### config.mk
export PLATFORM = sky130hd
export DESIGN_NAME = systolic_pe_os
export DESIGN_NICKNAME = d
export VERILOG_FILES = /design/src/rtl/systolic_pe_os.sv
export SDC_FILE = /design/constraint.sdc
export NUM_CORES = 1
export LEC_CHECK = 0
export ABC_AREA = 0
export BUFFER_PORTS_ARGS = -buffer_cell sky130_fd_sc_hd__buf_2
export CORE_MARGIN = 2
export CORE_UTILIZATION = 59
export DETAILED_ROUTE_END_ITERATION = 16
export PLACE_DENSITY = 0.89
export SLEW_MARGIN = 20
export SYNTH_ARGS = -nofsm -noshare
export SYNTH_HDL_FRONTEND = slang
export SYNTH_SLANG_ARGS = --single-unit
### constraint.sdc
create_clock -name clk -period 4.95 [get_ports clk]
set_input_delay 0.495 -clock clk [delete_from_list [all_inputs] [get_ports clk]]
set_output_delay 0.495 -clock clk [all_outputs]
set_load 0.02 [all_outputs]
### src/rtl/systolic_pe_os.sv
// Output-stationary signed/unsigned MAC PE with a 2-stage pipeline, saturating or wrapping
// accumulator, sticky overflow, and a ready/valid result drain chain along the PE row.
module systolic_pe_os #(
    parameter int DATA_W = 8,
    parameter int ACC_W  = 2*DATA_W + 4,
    parameter int SIGNED = 1,
    parameter int SAT_EN = 1
) (
    input  logic              clk,
    input  logic              reset,
    input  logic [DATA_W-1:0] in_a,
    input  logic [DATA_W-1:0] in_b,
    input  logic              in_valid,
    input  logic              in_last,
    output logic [DATA_W-1:0] out_a,
    output logic [DATA_W-1:0] out_b,
    output logic              out_valid,
    output logic              out_last,
    input  logic [ACC_W-1:0]  res_in_data,
    input  logic              res_in_ovf,
    input  logic              res_in_valid,
    output logic              res_in_ready,
    output logic [ACC_W-1:0]  res_out_data,
    output logic              res_out_ovf,
    output logic              res_out_valid,
    input  logic              res_out_ready,
    output logic              err_overrun
);
    localparam int PW  = 2*DATA_W;
    localparam int EXT = ACC_W + 1 - PW;

    logic [DATA_W-1:0] r_a, r_b;
    logic              r_valid, r_last;
    logic [PW-1:0]     r_p1;
    logic              r_v1, r_l1;
    logic [ACC_W-1:0]  r_acc;
    logic              r_ovf_acc, r_first;
    logic [ACC_W-1:0]  r_loc_data;
    logic              r_loc_ovf, r_loc_full, r_err;

    logic [PW-1:0]     w_a_ext, w_b_ext, w_prod;
    logic [ACC_W:0]    w_p1_ext, w_acc_ext, w_sum;
    logic [ACC_W-1:0]  w_sat, w_result;
    logic              w_ovf_step, w_ovf_acc_new, w_complete;

    // Extending both operands to the product width makes one truncated multiply correct
    // for either signedness.
    always_comb begin
        w_a_ext  = {{DATA_W{(SIGNED != 0) & in_a[DATA_W-1]}}, in_a};
        w_b_ext  = {{DATA_W{(SIGNED != 0) & in_b[DATA_W-1]}}, in_b};
        w_prod   = w_a_ext * w_b_ext;
        w_p1_ext = {{EXT{(SIGNED != 0) & r_p1[PW-1]}}, r_p1};
        w_acc_ext = r_first ? '0 : {(SIGNED != 0) & r_acc[ACC_W-1], r_acc};
        w_sum    = w_acc_ext + w_p1_ext;
        if (SIGNED != 0) begin
            w_ovf_step = (w_sum[ACC_W] != w_sum[ACC_W-1]);
            w_sat      = {w_sum[ACC_W], {(ACC_W-1){~w_sum[ACC_W]}}};
        end else begin
            w_ovf_step = w_sum[ACC_W];
            w_sat      = '1;
        end
        w_result      = ((SAT_EN != 0) && w_ovf_step) ? w_sat : w_sum[ACC_W-1:0];
        w_ovf_acc_new = (r_first ? 1'b0 : r_ovf_acc) | w_ovf_step;
        w_complete    = r_v1 & r_l1;
    end

    always_ff @(posedge clk) begin
        if (reset) begin
            r_a        <= '0;
            r_b        <= '0;
            r_valid    <= 1'b0;
            r_last     <= 1'b0;
            r_p1       <= '0;
            r_v1       <= 1'b0;
            r_l1       <= 1'b0;
            r_acc      <= '0;
            r_ovf_acc  <= 1'b0;
            r_first    <= 1'b1;
            r_loc_data <= '0;
            r_loc_ovf  <= 1'b0;
            r_loc_full <= 1'b0;
            r_err      <= 1'b0;
        end else begin
            r_a     <= in_a;
            r_b     <= in_b;
            r_valid <= in_valid;
            r_last  <= in_valid & in_last;
            r_p1    <= w_prod;
            r_v1    <= in_valid;
            r_l1    <= in_valid & in_last;
            if (r_v1) begin
                r_acc     <= w_result;
                r_ovf_acc <= w_ovf_acc_new;
                r_first   <= r_l1;
            end
            // A completion coinciding with a drain reloads the register and keeps it full.
            if (w_complete) begin
                r_loc_data <= w_result;
                r_loc_ovf  <= w_ovf_acc_new;
                r_loc_full <= 1'b1;
                if (r_loc_full && !res_out_ready)
                    r_err <= 1'b1;
            end else if (r_loc_full && res_out_ready) begin
                r_loc_full <= 1'b0;
            end
        end
    end

    always_comb begin
        out_a       = r_a;
        out_b       = r_b;
        out_valid   = r_valid;
        out_last    = r_last;
        err_overrun = r_err;
        if (r_loc_full) begin
            res_out_data  = r_loc_data;
            res_out_ovf   = r_loc_ovf;
            res_out_valid = 1'b1;
            res_in_ready  = 1'b0;
        end else begin
            res_out_data  = res_in_data;
            res_out_ovf   = res_in_ovf;
            res_out_valid = res_in_valid;
            res_in_ready  = res_out_ready;
        end
    end

endmodule
==> metrics.md <==
| Metric | Value |
|---|---|
| Drt wl/cell | 14.70 um |
| CP endpoint kind | flip-flop |
| Layout cell share with drive strength beyond 1 | 17.83% |
| Max_slew headroom | 37.98% |
| Reg2Reg Depth | 12 |
| Unrepaired setup endpoints after global routing | no |
| Setup ws final | 0.5783 ns |
| DRC viols | 0 |
| Worst Setup EP | r_p1[14] |
| CTS resizes | 0 |
| Logic pwr share | 56.0% |
| Sw frac | 43.16% |
| Ys Warns | 0 |
| Post-CTS Setup Bufs | 0 |
| Pwr Total | 2.808 mW |
| CTS tree | built |
| Register share of total power | 27.3% |
| Rows | 37 |
| LEAKAGE | 3.232 nW |
| First-pass GRT wire length | 22690 um |
| R2r endpoint | r_acc[13] |
| Critical Path RT | 5.17 ns |
| HPWL after DPL | 10580 um |
| Status | finished, final reports clean |
| Clk_lat worst skew | 0.36 ns |
| Placed insts | 905 |
| Predominant post-synthesis flop cell | dfxtp_1 |
| Die X | 107.7 um |
| Initial detailed-routing violation count | 234 |
| # clock sinks | 79 |
| Via density | 5.531 |
| Final Cell Area | 7034 um^2 |
| Slew Limit Fails | 0 |
| Setup_tns | 0 ns |
| Top cells by count, synth | inv_1, dfxtp_1, nand2_1 |
| # H-tree levels | 3 |
| Synthesized net count | 855 |
| Filler cells | 789 |
| Gr usage total | 24.19% |
| Fin. Hold Viols | 0 |
| Worst-path clk slew | 0.09 ns |
| Non-filler cells, final | 921 |
| Die ar. | 11610 um^2 |
| Root Buffer | clkbuf_8 |
| Syn Area/Cell | 8.981 um^2 |
| Min-delay worst type | in2reg |
| Antenna violations before repair | 0 |
| Synth Register Bits | 79 |
| Routed wire length | 13540 um |
| Via count | 5094 |
| Clock tree buffer depth | 2 |
| Core area | 10370 um^2 |
| Crit-path max cell delay | 0.63 ns |
| Number of global-route vias before repair | 5138 |
| Sw power | 1.212 mW |
| Synthesized area | 6350 um^2 |
| P&R area growth vs syn | 10.78% |
| Critical Path AT | 4.59 ns |
| IO Port Bufs | 84 |
| Final nets | 928 |
| ANT cells | 0 |
| Gpl congestion | 0.8320 |
| Yosys cell types | 59 |
| Die H | 107.7 um |
| Max Fclk | 0.2287 GHz |
| Async set-reset flop share out of synthesis | 0% |
| # IOs | 85 |
| Synth top area cells | dfxtp_1, fa_1, ha_1 |
| Clock Skews | 0.01333 ns |
| Setup CP Type | in2reg |
| Critical path, cell by cell | buf_2 > and2_1 > fa_1 > inv_1 > fa_1 > inv_1 > fa_1 > inv_1 > fa_1 > inv_1 > ha_1 > or3_1 > o21ai_0 > a21oi_1 > a31oi_1 > xor2_1 > nor2_1 |
| Post-synth EDFFs | 0 |
| Post-synth top area share | 24.91% |
| Syn Inst Count | 707 |
| Pre-antenna DRT Iters | 5 |
| Worst vdd ir | 0.0001948 V |
| Cell with the most instances after synthesis | inv_1 |
| Grt ovf | 0 |
| Min Tclk post-route | 4.372 ns |
| MaxCap Viol Count | 0 |
| Initial core utilization | 61.23% |
| Worst-path maximum fanout | 9 |
| Setup crit start | in_a[7] |
| Post-CTS Hold Buffers | 0 |
| Final worst path period share | 88.32% |
| R2r startpoint | r_first |
| TritonCTS Buffers | 9 |
| Worst-Margin Slew | 0.9269 ns |
| Largest net degree at the start of global routing | 51 |
| Sequential-to-total area share from yosys stat | 24.91% |
| Worst reg2reg setup slack | 0.89 ns |
| DP Area | 6847 um^2 |
| Slowest CP cell | fa_1 |
| Final setup violating endpoints | 0 |
| Internal Pwr Total | 1.596 mW |
| PwrDens | 399.2 nW/um^2 |
| Post-place setup slack | 0.1940 ns |
| Clk pwr share | 16.7% |
| Antenna violation net count after detailed routing | 0 |
| Startpoint class of the critical path | input pin |
| Synth area leader | dfxtp_1 |
[sequential cells by signal, indices dropped and copies added (netlist names), 8 cells and up]
register and count:
r_p1 16, r_acc 20, r_loc_data 20, out_a 8, out_b 8
[worst max-delay path, delay by kind of cell]
family / cells / cell delay, ns
AND/OR/NAND/NOR: 3 / 0.60
buffers and inverters: 5 / 0.42
AO/OA/AOI/OAI: 3 / 0.41
adder cells (fa/ha/maj): 5 / 2.47
XOR/XNOR: 1 / 0.19
[placed cells by master (no fill, tap or decap), types with 10 or more instances in the layout]
cell type / count
buf_2: 84
o21ai_1: 21
and2_1: 50
nor2_1: 34
nand2b_1: 11
ha_1: 49
nand2_1: 64
o21ai_0: 14
a21oi_1: 25
dfxtp_1: 79
nor2b_1: 44
inv_1: 87
a31oi_1: 11
a211oi_1: 10
mux2_2: 21
fa_1: 56
xnor2_1: 22
[routing by layer]
metal	part of all wire, %	GRT usage [%]	vias up
met1	42	28.86	2445
li1	-	-	2460
met3	5.3	3.692	23
met4	1.3	7.051	0
met2	51	44.65	166
met5	0	0	-
[cells by family after synthesis]
family	count (synthesis)	synth area share (%)
AOI/OAI and AO/OA	129	13.77
xor gates and xnor gates	32	4.532
adders and majority gates	106	27.47
and+or+nand+nor	229	18.62
muxes	22	3.961
DFF	79	24.91
buffers and inverters	110	6.739
[power groups by stage]
stage / Sequential [mW] / Clock (mW) / Combinational [mW]
detailed placement: 0.779 / 0 / 1.56
floorplan: 0.771 / 0 / 1.26
global placement: 0.776 / 0 / 1.47
finish: 0.766 / 0.469 / 1.57
global route: 0.773 / 0.503 / 1.78
CTS: 0.765 / 0.474 / 1.57
[metrics by stage]
stage | hold slack, ns | util, %
6_report | 0.3418 | 67.83
2_1_floorplan | 0.4173 | -
3_3_place_gp | 0.4307 | 66.02
3_5_place_dp | 0.4394 | 66.02
4_1_cts | 0.3391 | 67.83
5_1_grt | 0.3421 | 67.83
[area by class of cell]
type                            count  area (um^2)  share of cell area [%]
Multi-Input combinational cell    518         4340                   61.70
Sequential cell                    79         1582                   22.48
Timing Repair Buffer               85        427.9                   6.083
Inverter                           87        326.6                   4.642
Tap cell                          136        170.2                   2.419
Clock buffer                        9        123.9                   1.761
Clock inverter                      7        63.81                  0.9072
[how the worst min path moves through the flow]
stage          startpoint         to  slack, ns  cells past startpoint
3_5_place_dp     r_acc[0]   r_acc[0]       0.44                      2
3_3_place_gp    r_acc[18]  r_acc[18]       0.43                      2
6_report          in_last       r_l1       0.34                      2
2_1_floorplan   r_acc[13]  r_acc[13]       0.42                      2
5_1_grt           in_last       r_l1       0.34                      2
4_1_cts           in_last       r_l1       0.34                      2
No activity file was read; power rests on OpenSTA's default activity.
